File: config.mk
export PLATFORM = sky130hd
export DESIGN_NAME = uart_rx_core_flat
export DESIGN_NICKNAME = d
export VERILOG_FILES = /design/src/rtl/uart_rx_core_if.sv /design/src/rtl/uart_rx_core.sv /design/src/flat_wrapper.sv
export SDC_FILE = /design/constraint.sdc
export NUM_CORES = 1
export LEC_CHECK = 0
export BUFFER_PORTS_ARGS = -buffer_cell sky130_fd_sc_hd__buf_4
export CAP_MARGIN = 20
export CORE_ASPECT_RATIO = 0.5
export CORE_MARGIN = 5
export CORE_UTILIZATION = 52
export DETAILED_ROUTE_END_ITERATION = 8
export PLACE_DENSITY = 0.82
export REMOVE_ABC_BUFFERS = 1
export SLEW_MARGIN = 20
export SYNTH_ARGS = -nofsm -noshare
export SYNTH_HDL_FRONTEND = slang
export SYNTH_SLANG_ARGS = --single-unit
File: constraint.sdc
create_clock -name clk -period 2.2 [get_ports clk]
set_input_delay 0.11 -clock clk [delete_from_list [all_inputs] [get_ports clk]]
set_output_delay 0.11 -clock clk [all_outputs]
set_load 0.05 [all_outputs]
File: src/rtl/uart_rx_core_if.sv
// Byte-side handshake bundle of the UART receiver.
// master: receiver drives word, valid and flags; slave: consumer drives ready.
interface uart_rx_core_if #(
    parameter int DATA_BITS = 8
);
    logic [DATA_BITS-1:0] data;
    logic                 valid;
    logic                 ready;
    logic                 parity_err;
    logic                 frame_err;
    logic                 overrun;

    modport master (
        output data, valid, parity_err, frame_err, overrun,
        input  ready
    );

    modport slave (
        input  data, valid, parity_err, frame_err, overrun,
        output ready
    );
endinterface

File: src/rtl/uart_rx_core.sv
// Oversampled UART receiver: start check, LSB-first data, optional parity,
// 1/2 stop bits, held valid/ready word with parity/frame/overrun flags.
// Ports: clk, rst (sync, high), baud_tick, rx (async, idle high),
//   busy (FSM not idle), rx_if (master: data/valid/ready/flags).
// Option: define UART_RX_MAJORITY_EN for 2-of-3 majority bit decisions.
module uart_rx_core #(
    parameter int DATA_BITS  = 8,
    parameter int OVERSAMPLE = 16,
    parameter int PARITY     = 0,
    parameter int STOP_BITS  = 1
) (
    input  logic           clk,
    input  logic           rst,
    input  logic           baud_tick,
    input  logic           rx,
    output logic           busy,
    uart_rx_core_if.master rx_if
);
    localparam int CNT_W = $clog2(OVERSAMPLE);
    localparam int IDX_W = (DATA_BITS > 1) ? $clog2(DATA_BITS) : 1;

`ifdef UART_RX_MAJORITY_EN
    localparam int DEC = OVERSAMPLE / 2 + 1;
`else
    localparam int DEC = OVERSAMPLE / 2;
`endif

    localparam logic [CNT_W-1:0] LAST_TICK = CNT_W'(OVERSAMPLE - 1);
    localparam logic [CNT_W-1:0] DEC_TICK  = CNT_W'(DEC);
    localparam logic [IDX_W-1:0] LAST_IDX  = IDX_W'(DATA_BITS - 1);
    localparam logic             LAST_STOP = 1'(STOP_BITS - 1);

    localparam logic [2:0] S_IDLE   = 3'd0;
    localparam logic [2:0] S_START  = 3'd1;
    localparam logic [2:0] S_DATA   = 3'd2;
    localparam logic [2:0] S_PARITY = 3'd3;
    localparam logic [2:0] S_STOP   = 3'd4;

    logic [2:0]           state;
    logic [CNT_W-1:0]     cnt;
    logic [CNT_W-1:0]     next_cnt;
    logic [IDX_W-1:0]     idx;
    logic                 stop_idx;
    logic [DATA_BITS-1:0] shreg;
    logic                 perr;
    logic                 exp_par;
    logic                 rx_q1;
    logic                 rx_s;
    logic                 sample;
    logic                 at_dec;
    logic                 at_wrap;

    // Two-flop synchroniser; idle-high reset so no spurious start.
    always_ff @(posedge clk) begin
        if (rst) begin
            rx_q1 <= 1'b1;
            rx_s  <= 1'b1;
        end else begin
            rx_q1 <= rx;
            rx_s  <= rx_q1;
        end
    end

    // next_cnt is the index of the tick being taken now; 0 marks a bit boundary.
    assign next_cnt = (cnt == LAST_TICK) ? '0 : cnt + 1'b1;
    assign at_dec   = baud_tick && (next_cnt == DEC_TICK);
    assign at_wrap  = baud_tick && (next_cnt == '0);
    assign busy     = (state != S_IDLE);
    assign exp_par  = (PARITY == 1) ? ~(^shreg) : ^shreg;

`ifdef UART_RX_MAJORITY_EN
    logic s_early;
    logic s_mid;

    always_ff @(posedge clk) begin
        if (rst) begin
            s_early <= 1'b1;
            s_mid   <= 1'b1;
        end else if (baud_tick) begin
            if (next_cnt == CNT_W'(OVERSAMPLE / 2 - 1))
                s_early <= rx_s;
            if (next_cnt == CNT_W'(OVERSAMPLE / 2))
                s_mid <= rx_s;
        end
    end

    // Third vote is the live sample at the decision tick.
    assign sample = (s_early & s_mid) | (s_early & rx_s) | (s_mid & rx_s);
`else
    assign sample = rx_s;
`endif

    always_ff @(posedge clk) begin
        if (rst) begin
            state            <= S_IDLE;
            cnt              <= '0;
            idx              <= '0;
            stop_idx         <= 1'b0;
            shreg            <= '0;
            perr             <= 1'b0;
            rx_if.data       <= '0;
            rx_if.valid      <= 1'b0;
            rx_if.parity_err <= 1'b0;
            rx_if.frame_err  <= 1'b0;
            rx_if.overrun    <= 1'b0;
        end else begin
            rx_if.frame_err <= 1'b0;
            rx_if.overrun   <= 1'b0;

            // Completion below may re-assert valid in the same clk.
            if (rx_if.valid && rx_if.ready)
                rx_if.valid <= 1'b0;

            if (state != S_IDLE && baud_tick)
                cnt <= next_cnt;

            case (state)
                S_IDLE: begin
                    if (baud_tick && !rx_s) begin
                        state    <= S_START;
                        cnt      <= '0;
                        idx      <= '0;
                        stop_idx <= 1'b0;
                        perr     <= 1'b0;
                    end
                end
                S_START: begin
                    if (at_dec && sample)
                        state <= S_IDLE;
                    else if (at_wrap)
                        state <= S_DATA;
                end
                S_DATA: begin
                    if (at_dec)
                        shreg[idx] <= sample;
                    if (at_wrap) begin
                        if (idx == LAST_IDX)
                            state <= (PARITY != 0) ? S_PARITY : S_STOP;
                        else
                            idx <= idx + 1'b1;
                    end
                end
                S_PARITY: begin
                    if (at_dec)
                        perr <= sample ^ exp_par;
                    if (at_wrap)
                        state <= S_STOP;
                end
                S_STOP: begin
                    if (at_dec) begin
                        if (!sample) begin
                            rx_if.frame_err <= 1'b1;
                            state           <= S_IDLE;
                        end else if (stop_idx == LAST_STOP) begin
                            // Leave early so a back-to-back start is seen.
                            state <= S_IDLE;
                            if (!rx_if.valid || rx_if.ready) begin
                                rx_if.data       <= shreg;
                                rx_if.parity_err <= perr;
                                rx_if.valid      <= 1'b1;
                            end else begin
                                rx_if.overrun <= 1'b1;
                            end
                        end
                    end else if (at_wrap) begin
                        stop_idx <= 1'b1;
                    end
                end
                default: state <= S_IDLE;
            endcase
        end
    end
endmodule

File: src/flat_wrapper.sv
// flat-port wrapper written by rule: the top's interface ports become plain ports
module uart_rx_core_flat 
#(
    parameter int DATA_BITS  = 8,
    parameter int OVERSAMPLE = 16,
    parameter int PARITY     = 0,
    parameter int STOP_BITS  = 1
)
  (clk, rst, baud_tick, rx, busy, rx_if_data, rx_if_valid, rx_if_parity_err, rx_if_frame_err, rx_if_overrun, rx_if_ready);
  uart_rx_core_if #(.DATA_BITS(DATA_BITS)) rx_if_i ();
  input  logic clk;
  input  logic rst;
  input  logic baud_tick;
  input  logic rx;
  output logic busy;
  output wire logic [$bits(rx_if_i.data)-1:0] rx_if_data;
  output wire logic [$bits(rx_if_i.valid)-1:0] rx_if_valid;
  output wire logic [$bits(rx_if_i.parity_err)-1:0] rx_if_parity_err;
  output wire logic [$bits(rx_if_i.frame_err)-1:0] rx_if_frame_err;
  output wire logic [$bits(rx_if_i.overrun)-1:0] rx_if_overrun;
  input wire logic [$bits(rx_if_i.ready)-1:0] rx_if_ready;
  assign rx_if_data = rx_if_i.data;
  assign rx_if_valid = rx_if_i.valid;
  assign rx_if_parity_err = rx_if_i.parity_err;
  assign rx_if_frame_err = rx_if_i.frame_err;
  assign rx_if_overrun = rx_if_i.overrun;
  assign rx_if_i.ready = rx_if_ready;
  uart_rx_core #(.DATA_BITS(DATA_BITS), .OVERSAMPLE(OVERSAMPLE), .PARITY(PARITY), .STOP_BITS(STOP_BITS)) u_core (.clk(clk), .rst(rst), .baud_tick(baud_tick), .rx(rx), .busy(busy), .rx_if(rx_if_i));
endmodule
==> results.txt, run 1 <==
DRC: 0
top cells by area, synth: dfxtp_1 (39%), mux2i_1 (9.8%), nor2_1 (5.8%)
TritonCTS buffer count: 5
Tcrit/Tclk final: 91.56%
Initial Util: 56.01%
largest vdd supply drop: 0.4770 mV
Tightest Hold Check Type: in2reg
Primary FF master, synth: dfxtp_1
CTS Root Cell: clkbuf_8
Power Total: 1.156 mW
Non-Filler Instances: 257
Final min period: 2014 ps
register bit total from synthesis: 34
placed cell area: 1919 µm²
post-placement cell count: 248
status: complete, no violations
Die Y: 50.87 µm
layout cells sized above 1: 19.35%
P&R area growth vs syn: 16.57%
Antenna diodes: 0
slew margin rel.: 68.48%
TNS Setup: 0 ps
area leader, netlist: dfxtp_1
max cap viols: 0
Die X: 91.73 µm
synth warn: 0
dpl hpwl: 2.468 mm
CP max FO: 8
# IOs: 18
CP arrival: 2250 ps
area of the multi-input gates: 989.7 µm²
Clock Latency Late Sink: 290 ps
pre-CTS setup slack: 195.1 ps
Placeable Area: 3100 µm²
register area: 680.7 µm²
Overflow after GRT: 0
DRT Pass-1 Iters: 4
drt total wl: 3.514 mm
fill count: 244
CTS tree: done
largest net degree at the start of global routing: 37
Setup Fix Bufs, Post-CTS: 0
GP Congestion: 0.8990
global-route wire length before repair: 6.065 mm
Mean Syn Cell Area: 8.952 µm²
Via Count: 1419
RSZ-0062 raised after global routing: no
row count: 14
Synth top area share: 39.19%
port bufs: 17
most frequent cells in the layout: dfxtp_1 (34), nor2_1 (27), buf_4 (25)
CP required: 2430 ps
CTS max path bufs: 2
Mapped Area: 1737 µm²
Final Instance Area: 2024 µm²
crit path capture type: flop
DR iter-0 viols: 39
kind of critical path: reg2reg
Pleak: 0.8959 nW
initial antenna violation count: 0
final hold violation count: 0
nature of the critical path startpoint: flop
Setup Skew: 3.976 ps
CTS Sinks: 34
commonest non-fill, non-tap cell in the layout: dfxtp_1
Die ar.: 4666 µm²
DR vias/cell: 5.521
Syn Inst Count: 194
Routed Antenna Nets: 0
vias in the first global route: 1315
worst slew pin tran: 467.9 ps
Max Fclk: 0.4965 GHz
Total GRT Usage: 16.53%
P per Cell Area: 571.2 nW/µm²
count of flip-flops with a built-in enable after synthesis: 0
DR WL/cell: 13.67 µm
htree depth: 2
Max Slew Vio Count: 0
Min Hold Slack: 113.8 ps
clk slew on worst S/H paths: 70 ps
Final setup violation count: 0
ys async rst share: 0%
post-layout net count: 225
distinct cell type count of the synthesized netlist: 43
post-layout util: 65.29%
sequential area share after synthesis: 39.19%
final setup margin: 185.8 ps
kinds of logic (layout without fill, tap and decap cells):
kind of cell               count (synthesis)  count (layout)  synth area share, %
adders and majority gates                  4               4                2.882
and+or+nand+nor                           83              83                26.66
DFF                                       34              34                39.19
xor gates and xnor gates                   9               9                4.539
AOI/OAI and AO/OA                         32              32                12.46
buffers and inverters                     14              37                3.818
muxes                                     18              18                10.45
report_power, final:
group          internal, mW  switching (mW)  leakage, nW
combinational        0.0203          0.0310        0.574
sequential            0.618         0.00441        0.274
clock                 0.251           0.231       0.0472
worst paths after layout:
path                                                        end                      from  slack, ps  depth (start not counted)
worst min register to register           u_core.rx_s$_SDFF_PP1_   u_core.rx_q1$_SDFF_PP1_        410                          1
worst max-delay path                 u_core.idx[0]$_SDFFE_PP0P_  u_core.cnt[0]$_SDFF_PP0_        190                          7
worst max register to register       u_core.idx[0]$_SDFFE_PP0P_  u_core.cnt[0]$_SDFF_PP0_        190                          7
worst min-delay path            u_core.rx_if.overrun$_SDFF_PP0_               rx_if_ready        110                          3
critical path: stages, from the launching register on:
cell and delay [ps]:
dfxtp_1 460, ha_1 220, buf_4 150, nand2b_1 130, o211a_2 230, a21oi_1 130
or4_1 480, a21oi_1 140
state kept, by name, summed over array words and instances (netlist names):
name                     flops
u_core.rx_if.data            8
u_core.shreg                 8
u_core.cnt                   4
u_core.idx                   3
u_core.state                 3
u_core.perr                  1
u_core.rx_if.frame_err       1
u_core.rx_if.overrun         1
u_core.rx_if.parity_err      1
u_core.rx_if.valid           1
u_core.rx_q1                 1
u_core.rx_s                  1
u_core.stop_idx              1
cell type report:
type                       count  area share, %
timing repair buffer          26          9.765
clock buffer                   6          4.079
multi-input combinational    146          48.89
inverter                       3         0.5562
clock inverter                 2         0.6180
sequential                    34          33.62
tap                           40          2.472
Yosys cell counts (4+ instances only):
| master | n |
|---|---|
| xnor2_1 | 7 |
| o21ai_0 | 9 |
| nand2_1 | 9 |
| mux2i_1 | 17 |
| buf_2 | 5 |
| ha_1 | 4 |
| nand3_1 | 5 |
| dfxtp_1 | 34 |
| a21oi_1 | 10 |
| nand4_1 | 6 |
| nand4b_1 | 7 |
| nor2_1 | 27 |
| nand2b_1 | 4 |
| clkbuf_1 | 5 |
| nor2b_1 | 4 |
what timing repair did:
| action | in CTS | in global routing |
|---|---|---|
| endpoints found under the hold margin | 1 | 0 |
| hold buffers | 1 | 0 |
| gates resized for setup | 0 | 0 |
layer usage:
metal	routed length [µm]	part of all wire, %	vias up	global-route usage (%)
met5	0	0	-	0
met4	90	2.6	0	11.58
met3	135	3.8	8	3.666
met2	1568	45	23	26.12
met1	1721	49	653	20.48
li1	-	-	735	-
No activity file was read; power rests on OpenSTA's default activity.
==> run 2, diff against run 1 <==
--- a/config.mk
+++ b/config.mk
@@ -13,6 +13,7 @@
 export DETAILED_ROUTE_END_ITERATION = 8
 export PLACE_DENSITY = 0.82
 export REMOVE_ABC_BUFFERS = 1
+export SKIP_CTS_REPAIR_TIMING = 1
 export SLEW_MARGIN = 20
 export SYNTH_ARGS = -nofsm -noshare
 export SYNTH_HDL_FRONTEND = slang
==> constraint.sdc (replaced) <==
create_clock -name clk -period 2.2 [get_ports clk]
set_input_delay 0.22 -clock clk [delete_from_list [all_inputs] [get_ports clk]]
set_output_delay 0.22 -clock clk [all_outputs]
set_load 0.05 [all_outputs]
==> run 2 against run 1 <==
Sequential share of layout area grew 0.17 points. Cell area shrank 0.49%. Via count is essentially flat. Combinational power shrank 3%. Die area is the same. Fmax is essentially flat. Total power shrank 0.16%. Clock skew is essentially flat. Core utilization shrank 0.32 points.
==> results.txt, run 2 (same netlist as run 1, synthesis figures left out) <==
CTS tree: done
layout cells sized above 1: 19.44% (+0.090 points)
Die X: 91.73 µm (unchanged)
TritonCTS buffer count: 5 (unchanged)
CP required: 2430 ps (about the same)
initial antenna violation count: 0 (unchanged)
Setup Skew: 3.942 ps (-0.03423 ps)
Tcrit/Tclk final: 91.61% (about the same)
vias in the first global route: 1316 (+0.076%)
crit path capture type: flop
Routed Antenna Nets: 0 (unchanged)
clk slew on worst S/H paths: 70 ps (about the same)
met2 Use GR: 26.12% (unchanged)
status: complete, no violations
port bufs: 17 (unchanged)
CTS Sinks: 34 (unchanged)
Die ar.: 4666 µm² (unchanged)
DR vias/cell: 5.547 (+0.46%)
Initial Util: 56.01% (unchanged)
Clock Latency Late Sink: 290 ps (about the same)
DRC: 0 (unchanged)
Final min period: 2015 ps (+1.187 ps)
Antenna diodes: 0 (unchanged)
FF-to-FF setup slack: 180 ps (about the same)
Die Y: 50.87 µm (unchanged)
Setup crit end: u_core.idx[0]$_SDFFE_PP0P_
DR WL/cell: 13.70 µm (+0.19%)
max cap viols: 0 (unchanged)
drt total wl: 3.507 mm (-0.20%)
DR iter-0 viols: 32 (-18%)
RSZ-0062 raised after global routing: no
GP Congestion: 0.8990 (unchanged)
largest vdd supply drop: 0.4703 mV (-1.4%)
nature of the critical path startpoint: flop
Tightest Hold Check Type: in2reg
slew margin rel.: 68.54% (about the same)
# IOs: 18 (unchanged)
P&R area growth vs syn: 15.99%
dpl hpwl: 2.468 mm (unchanged)
GRT met3 Usage: 3.666% (unchanged)
largest net degree at the start of global routing: 37 (unchanged)
Max Slew Vio Count: 0 (unchanged)
commonest non-fill, non-tap cell in the layout: dfxtp_1
top flop regs: u_core.rx_if.data: 8 flops, u_core.shreg: 8 flops, u_core.cnt: 4 flops
htree depth: 2 (unchanged)
Via Count: 1420 (+0.070%)
kind of critical path: reg2reg
R2R depth: 7 (unchanged)
row count: 14 (unchanged)
CP max FO: 8 (unchanged)
Total GRT Usage: 16.50% (-0.032 points)
CP arrival: 2250 ps (about the same)
DRT Pass-1 Iters: 4 (unchanged)
Critical Path Start: u_core.cnt[0]$_SDFF_PP0_
Max Fclk: 0.4962 GHz (about the same)
TNS Setup: 0 ps (unchanged)
P per Cell Area: 573.1 nW/µm² (+0.34%)
Pleak: 0.8918 nW (-0.47%)
post-layout net count: 224 (-0.44%)
met1 usage: 20.39% (-0.089 points)
worst slew pin tran: 467.0 ps (-0.8720 ps)
final hold violation count: 0 (unchanged)
most frequent cells in the layout: dfxtp_1 (34), nor2_1 (27), buf_4 (25)
Power Total: 1.154 mW (-0.16%)
RR Startpoint: u_core.cnt[0]$_SDFF_PP0_
CTS max path bufs: 2 (unchanged)
Overflow after GRT: 0 (unchanged)
Worst R2R End: u_core.idx[0]$_SDFFE_PP0P_
hold_sp: rx
global-route wire length before repair: 6.051 mm (-0.23%)
Final setup violation count: 0 (unchanged)
Placeable Area: 3100 µm² (unchanged)
busiest grt layer: met2
CTS Root Cell: clkbuf_8
[run 2: cell types whose count changed in the layout (fill, tap and decap cells not counted)]
cell,previous run,this run
dlygate4sd3_1,1,0
[run 2: per-layer routing]
metal  wire length [µm]  up-vias
met5                  0        -
met4                 90        0
met3                139        8
met2               1563       23
met1               1714      658
li1                   -      731
[run 2: power by group]
part	internal, mW	switching (mW)	total (mW)
Combinational	0.0191	0.0307	0.0498
Sequential	0.618	0.00439	0.623
Clock	0.251	0.231	0.482
[run 2: worst min-delay path by stage]
stage,depth (start not counted),slack [ps],end
final,2,110,u_core.rx_q1$_SDFF_PP1_
after global routing,2,110,u_core.rx_q1$_SDFF_PP1_
after detailed placement,1,400,u_core.rx_s$_SDFF_PP1_
after global placement,1,390,u_core.rx_s$_SDFF_PP1_
after floorplan,1,290,u_core.idx[0]$_SDFFE_PP0P_
after CTS,2,100,u_core.rx_q1$_SDFF_PP1_
[run 2: area by class of cell]
cell class	count	area (µm²)
Timing Repair Buffer	25	187.7
Clock inverter	2	12.51
Sequential cell	34	680.7
Inverter	3	11.26
Tap cell	40	50.05
Clock buffer	6	82.58
Multi-Input combinational cell	146	989.7
Fill cell	245	1086
[run 2: worst max-delay path: stages, from the launching register on]
cell,delay (ps)
dfxtp_1,460
ha_1,220
buf_4,150
nand2b_1,140
o211a_2,230
a21oi_1,130
or4_1,480
a21oi_1,140
[run 2: stage by stage]
step	hold WS, ps	cells	area (µm²)	worst slack [ps]	utilization [%]
after floorplan	289.1	183	1682	75.87	-
after global placement	392.8	248	1919	264.6	61.90
after detailed placement	397.6	248	1919	195.1	61.90
after CTS	99.06	256	2014	185.4	64.97
after global routing	110.6	256	2014	16.78	64.97
final	105.1	256	2014	184.6	64.97
